### src/rtl/score_text_ctrl.sv
// Score text controller: owns the 16x16 character buffer read by the drawing stage and
// rewrites the two two-digit scores (or blanks the whole buffer) only while vblnk is high.
module score_text_ctrl #(
    parameter int unsigned SCORE_ROW  = 0,
    parameter int unsigned LEFT_COL   = 2,
    parameter int unsigned RIGHT_COL  = 12,
    parameter logic [6:0]  BLANK_CODE = 7'h20,
    parameter logic [6:0]  DIGIT_BASE = 7'h30
) (
    input  logic       pclk,
    input  logic       rst,
    input  logic       vblnk,
    input  logic [7:0] char_xy,
    output logic [6:0] char_code,
    input  logic       upd_req,
    input  logic [6:0] upd_left,
    input  logic [6:0] upd_right,
    output logic       upd_ack,
    input  logic       clr_req,
    output logic       busy
);

    localparam logic [3:0] ROW    = 4'(SCORE_ROW);
    localparam logic [3:0] LCOL_T = 4'(LEFT_COL);
    localparam logic [3:0] LCOL_U = 4'(LEFT_COL + 1);
    localparam logic [3:0] RCOL_T = 4'(RIGHT_COL);
    localparam logic [3:0] RCOL_U = 4'(RIGHT_COL + 1);

    typedef enum logic [2:0] {
        StInitClr,
        StIdle,
        StClear,
        StConv,
        StWrite,
        StAck
    } state_t;

    state_t     r_state;
    logic       r_init;
    logic [7:0] r_cnt;
    logic [1:0] r_wptr;
    logic [6:0] r_lrem;
    logic [6:0] r_rrem;
    logic [3:0] r_ltens;
    logic [3:0] r_rtens;
    logic       r_ack;
    logic       r_busy;
    logic [6:0] r_code;
    logic [6:0] r_mem [256];

    logic [6:0] w_left_sat;
    logic [6:0] w_right_sat;
    logic       w_l_ge;
    logic       w_r_ge;
    logic [6:0] w_lrem_sub;
    logic [6:0] w_rrem_sub;
    logic       w_conv_done;
    logic       w_we;
    logic [7:0] w_waddr;
    logic [6:0] w_wdata;

    assign w_left_sat  = (upd_left > 7'd99) ? 7'd99 : upd_left;
    assign w_right_sat = (upd_right > 7'd99) ? 7'd99 : upd_right;

    // One subtraction per cycle: left first, then right once left is below ten.
    assign w_l_ge      = (r_lrem >= 7'd10);
    assign w_r_ge      = (r_rrem >= 7'd10);
    assign w_lrem_sub  = r_lrem - 7'd10;
    assign w_rrem_sub  = r_rrem - 7'd10;
    assign w_conv_done = w_l_ge ? ((w_lrem_sub < 7'd10) && !w_r_ge)
                       : (w_r_ge ? (w_rrem_sub < 7'd10) : 1'b1);

    always_comb begin
        w_we    = 1'b0;
        w_waddr = r_cnt;
        w_wdata = BLANK_CODE;
        if (!rst && vblnk) begin
            if (r_state == StClear) begin
                w_we = 1'b1;
            end else if (r_state == StWrite) begin
                w_we = 1'b1;
                unique case (r_wptr)
                    2'd0: begin
                        w_waddr = {ROW, LCOL_T};
                        w_wdata = (r_ltens == 4'd0) ? BLANK_CODE : DIGIT_BASE + 7'(r_ltens);
                    end
                    2'd1: begin
                        w_waddr = {ROW, LCOL_U};
                        w_wdata = DIGIT_BASE + r_lrem;
                    end
                    2'd2: begin
                        w_waddr = {ROW, RCOL_T};
                        w_wdata = (r_rtens == 4'd0) ? BLANK_CODE : DIGIT_BASE + 7'(r_rtens);
                    end
                    2'd3: begin
                        w_waddr = {ROW, RCOL_U};
                        w_wdata = DIGIT_BASE + r_rrem;
                    end
                    default: begin
                        w_waddr = r_cnt;
                        w_wdata = BLANK_CODE;
                    end
                endcase
            end
        end
    end

    // Buffer contents are deliberately not reset; INIT_CLR rewrites every cell.
    always_ff @(posedge pclk) begin
        if (w_we) begin
            r_mem[w_waddr] <= w_wdata;
        end
    end

    // Read-before-write: a same-address collision returns the old cell.
    always_ff @(posedge pclk) begin
        if (rst) begin
            r_code <= 7'd0;
        end else begin
            r_code <= r_mem[char_xy];
        end
    end

    always_ff @(posedge pclk) begin
        if (rst) begin
            r_state <= StInitClr;
            r_init  <= 1'b1;
            r_cnt   <= 8'd0;
            r_wptr  <= 2'd0;
            r_lrem  <= 7'd0;
            r_rrem  <= 7'd0;
            r_ltens <= 4'd0;
            r_rtens <= 4'd0;
            r_ack   <= 1'b0;
            r_busy  <= 1'b1;
        end else begin
            r_ack <= 1'b0;
            unique case (r_state)
                StInitClr: begin
                    r_init  <= 1'b1;
                    r_cnt   <= 8'd0;
                    r_state <= StClear;
                end
                StIdle: begin
                    if (clr_req) begin
                        r_cnt   <= 8'd0;
                        r_busy  <= 1'b1;
                        r_state <= StClear;
                    end else if (upd_req) begin
                        r_lrem  <= w_left_sat;
                        r_rrem  <= w_right_sat;
                        r_ltens <= 4'd0;
                        r_rtens <= 4'd0;
                        r_busy  <= 1'b1;
                        r_state <= StConv;
                    end
                end
                StClear: begin
                    if (vblnk) begin
                        r_cnt <= r_cnt + 8'd1;
                        if (r_cnt == 8'hff) begin
                            // Power-up clear continues into writing the 0:0 scores.
                            if (r_init) begin
                                r_state <= StConv;
                            end else begin
                                r_ack   <= 1'b1;
                                r_state <= StAck;
                            end
                        end
                    end
                end
                StConv: begin
                    if (w_l_ge) begin
                        r_lrem  <= w_lrem_sub;
                        r_ltens <= r_ltens + 4'd1;
                    end else if (w_r_ge) begin
                        r_rrem  <= w_rrem_sub;
                        r_rtens <= r_rtens + 4'd1;
                    end
                    if (w_conv_done) begin
                        r_wptr  <= 2'd0;
                        r_state <= StWrite;
                    end
                end
                StWrite: begin
                    if (vblnk) begin
                        r_wptr <= r_wptr + 2'd1;
                        if (r_wptr == 2'd3) begin
                            if (r_init) begin
                                r_init  <= 1'b0;
                                r_busy  <= 1'b0;
                                r_state <= StIdle;
                            end else begin
                                r_ack   <= 1'b1;
                                r_state <= StAck;
                            end
                        end
                    end
                end
                StAck: begin
                    r_busy  <= 1'b0;
                    r_state <= StIdle;
                end
                default: begin
                    r_busy  <= 1'b1;
                    r_state <= StInitClr;
                end
            endcase
        end
    end

    assign char_code = r_code;
    assign upd_ack   = r_ack;
    assign busy      = r_busy;

endmodule
### config.mk
export PLATFORM = sky130hd
export DESIGN_NAME = score_text_ctrl
export DESIGN_NICKNAME = d
export VERILOG_FILES = /design/src/rtl/score_text_ctrl.sv
export SDC_FILE = /design/constraint.sdc
export NUM_CORES = 2
export LEC_CHECK = 0
export CORE_ASPECT_RATIO = 1.5
export CORE_UTILIZATION = 58
export DETAILED_ROUTE_END_ITERATION = 7
export MAX_ROUTING_LAYER = met4
export PLACE_DENSITY = 0.85
export SYNTH_ARGS = -nofsm -noshare
export SYNTH_HDL_FRONTEND = slang
export SYNTH_SLANG_ARGS = --single-unit
### constraint.sdc
create_clock -name pclk -period 22.7 [get_ports pclk]
set_clock_uncertainty 0.2 [all_clocks]
set_input_delay 3.405 -clock pclk [delete_from_list [all_inputs] [get_ports pclk]]
set_output_delay 3.405 -clock pclk [all_outputs]
set_load 0.03 [all_outputs]
==> summary.txt <==
Run status
  • Status: completed

Critical path
  • Setup crit end kind: flip-flop
  • Critical Path Max Stage Delay: 0.87 ns
  • Crit path launch type: input pin
  • Critical path cell sequence: buf_8 -> buf_4 -> buf_4 -> buf_4 -> buf_4 -> mux4_2 -> mux2i_1 -> a2111oi_0 -> o21ai_1 -> o31ai_1
  • Reg-to-reg slack, setup: 17.63 ns
  • Most frequent CP cell: buf_4
  • Critical-path top delay cell: buf_4
  • Worst Path Max Fanout: 69
  • Largest delay share family, worst path: buffers and inverters
  • Crit path kind: input pin to flip-flop
  • Worst Path Arrival: 9.12 ns
  • Crit path required time: ~23 ns
  • CP bufs+invs: 5

CTS
  • Clk buf depth: 3
  • CTS Buf Count: 158
  • Worst-Skew Late Latency: 0.80 ns
  • CTS root buf: clkbuf_16
  • Reg clk slew, reported paths: about 0.06 ns
  • Setup repair bufs after CTS: 0
  • Post-CTS sizing: 0
  • # clock sinks: 1837
  • CTS tree: yes
  • Max H-tree Level: 4
  • Hold_buf cts: 0

Flow run
  • Max Cap Violations: 0

Logic synthesis
  • Net Count, Synth: 3863
  • Synth Area in Compound Gates: 4.060%
  • Post-synth ARST share: 0%
  • Mux share of post-synthesis cell area: approximately 14%
  • Sequential share of the synthesized area: 75.10%
  • Yosys reg bits: 1837
  • Synthesized area: 72850 um2
  • Largest family of logic cells by synthesized area: multiplexers
  • EDFF count, synth: roughly 1800
  • Adder-Cell Fraction of Synth Area: 0.2576%
  • Synth Warn #: 0
  • Synth Area in Simple Gates: under 10%
  • Syn Area/Cell: 19.07 um2
  • Cells after Synth: 3821
  • Post-synthesis xor/xnor area fraction: 0.1803%
  • Most used DFF post-synth: edfxtp_1
  • Unique masters post-synth: 73

Pwr
  • Switch Pwr: 1352 uW
  • Leakage: between 0.02 and 0.03 uW
  • Worst IR Drop VDD: 59.76 uV
  • Comb pwr share: approximately 3.3%
  • Internal: 5249 uW
  • P per Cell Area: 82.90 nW/um2
  • Seq pwr share: between 50% and 60%
  • Clock power frac: 41.1%
  • Switching Share: between 20% and 30%

Final layout
  • FF/Latch Area: 54710 um2
  • Total Nets Final: roughly 3900
  • Layout cells sized above 1: 16.89%
  • # fillers: 7591
  • Area occupied by multi-input gates: roughly 17000 um2
  • Most frequent cells in the layout: edfxtp_1, nor2_1, mux4_2, mux2i_1, clkbuf_16
  • Non-Filler Instances: 5567
  • Layout area overhead: 9.286%
  • Commonest non-fill, non-tap cell in the layout: edfxtp_1
  • Final core utilization: ~64%

STA
  • Fin. Hold Viols: 0
  • RSZ-0062 raised after global routing: false
  • Final worst path period need: around 8.6 ns
  • Setup TNS: 0 ns
  • Max_slew headroom: 4.210%
  • Max Clk Rate: ~0.12 GHz
  • Max-slew violations: 0
  • Final setup vio count: 0
  • Worst slew pin tran: between 1 and 1.5 ns
  • Final period util: a little under two fifths

Floorplanning
  • Initial cell density of the core: 58.68%
  • I/O Pins: 36
  • Die Area: approximately 130000 um2
  • Die Span Y: 436.1 um
  • Row count: ~160
  • Core area: 124100 um2
  • Die X: 291.4 um

Place
  • Post-DP HPWL: 106.6 mm
  • Placed insts: 5275
  • Port Buffers: 35
  • GP Congestion: 0.9601

Global routing
  • First-pass GRT wire length: 267.8 mm
  • Number of global-route vias before repair: ~40000
  • Tot GR Track Use: 30.23%
  • Grt ovf: 0
  • Largest net degree at the start of global routing: about 260
  • Initial antenna violation count: 4

Drt
  • Vias: 39400
  • 1st-pass router iterations: 8
  • DRT antenna net count: 0
  • DRC viols: 0
  • Iter 0 DRT Violations: 5431
  • WL/cell: roughly 33 um
  • Vias/cell: 7.078
  • Post-detailed-routing wire length: 185.6 mm

Hold path
  • Worst Hold Class: flip-flop to flip-flop
[layer usage]
metal | routed length [um] | track usage, % | vias up
met4 | 14510 | 20.04 | 0
met5 | 0 | - | -
met2 | 93490 | 49.31 | 3146
met1 | 58300 | 33.69 | 19830
li1 | - | - | 15670
met3 | 19270 | 6.344 | 751
[power groups by stage]
stage | registers (uW) | clock network [uW] | logic, uW
floorplan | 3740 | 0 | 140
global placement | 3740 | 0 | 206
detailed placement | 3740 | 0 | 208
CTS | 3670 | 2710 | 211
global route | 3670 | 2830 | 221
finish | 3670 | 2720 | 216
[metrics by stage]
stage	hold slack [ns]	worst slack [ns]	cell area, um2	total power [uW]
after detailed placement	0.3009	13.27	74500	3952
after CTS	0.3099	14.04	79610	6594
final	0.3104	14.10	79620	6600
after global routing	0.3392	13.66	79620	6718
after floorplan	0.2497	5.731	72850	3882
after global placement	0.2826	12.88	74490	3949
[synthesized netlist by cell type (14+ instances only)]
| library cell | count | share of area, % |
|---|---|---|
| edfxtp_1 | 1792 | 74 |
| nor2_1 | 356 | 1.8 |
| mux4_2 | 346 | 11 |
| mux2i_1 | 241 | 3.3 |
| clkbuf_1 | 104 | 0.54 |
| nand2_1 | 83 | 0.43 |
| o221ai_1 | 74 | 0.89 |
| o21ai_0 | 67 | 0.46 |
| buf_2 | 66 | 0.45 |
| nor3_1 | 66 | 0.45 |
| nand3_1 | 60 | 0.41 |
| a22oi_1 | 53 | 0.55 |
| a21oi_1 | 50 | 0.34 |
| dfxtp_1 | 45 | 1.2 |
| buf_6 | 31 | 0.48 |
| a211oi_1 | 26 | 0.27 |
| a221oi_1 | 24 | 0.29 |
| buf_4 | 23 | 0.24 |
| inv_1 | 21 | 0.11 |
| a2111oi_0 | 19 | 0.23 |
| nand4_1 | 19 | 0.16 |
| o22ai_1 | 19 | 0.16 |
| ha_1 | 15 | 0.26 |
| mux2_2 | 14 | 0.22 |
[cells by family (layout without fill, tap and decap cells)]
| logic type | Yosys count | in the layout |
|---|---|---|
| other cells | 0 | 5 |
| flops | 1837 | 1837 |
| mux | 601 | 601 |
| simple gates | 677 | 677 |
| compound gates | 415 | 415 |
| xor+xnor | 15 | 15 |
| buf+inv | 261 | 402 |
| fa+ha+maj | 15 | 15 |
[registers in the layout, summed over array words and instances (netlist names)]
signal,cells
r_wptr,2
char_code,7
r_rtens,4
upd_ack,1
r_init,1
r_rrem,7
r_state,3
r_ltens,4
r_cnt,8
r_mem,1792
busy,1
r_lrem,7
[layout make-up]
| class | count | share of cell area, % |
|---|---|---|
| Multi-Input combinational cell | 1723 | 21.15 |
| Timing Repair Buffer | 91 | 1.078 |
| Tap cell | 1600 | 2.514 |
| Antenna cell | 5 | 0.01571 |
| Sequential cell | 1837 | 68.72 |
| Clock inverter | 75 | 0.9665 |
| Inverter | 24 | 0.1147 |
| Clock buffer | 212 | 5.447 |
[tightest hold or removal path: cells and delay by family (launching register included)]
family | cells | cell delay (ns)
flip-flops | 1 | 0.34
AND/OR/NAND/NOR | 1 | 0.06
AO/OA/AOI/OAI | 1 | 0.06
[worst paths after layout]
path              cells after the start               startpoint                 endpoint
setup / recovery                     10               char_xy[0]  char_code[5]$_SDFF_PP0_
hold reg to reg                       2  r_ltens[1]$_SDFFE_PP0P_  r_ltens[1]$_SDFFE_PP0P_
hold / removal                        2  r_ltens[1]$_SDFFE_PP0P_  r_ltens[1]$_SDFFE_PP0P_
setup reg to reg                      6  r_state[2]$_SDFFE_PP0P_  r_mem[173][4]$_DFFE_PP_
(Power assumes the default switching activity.)
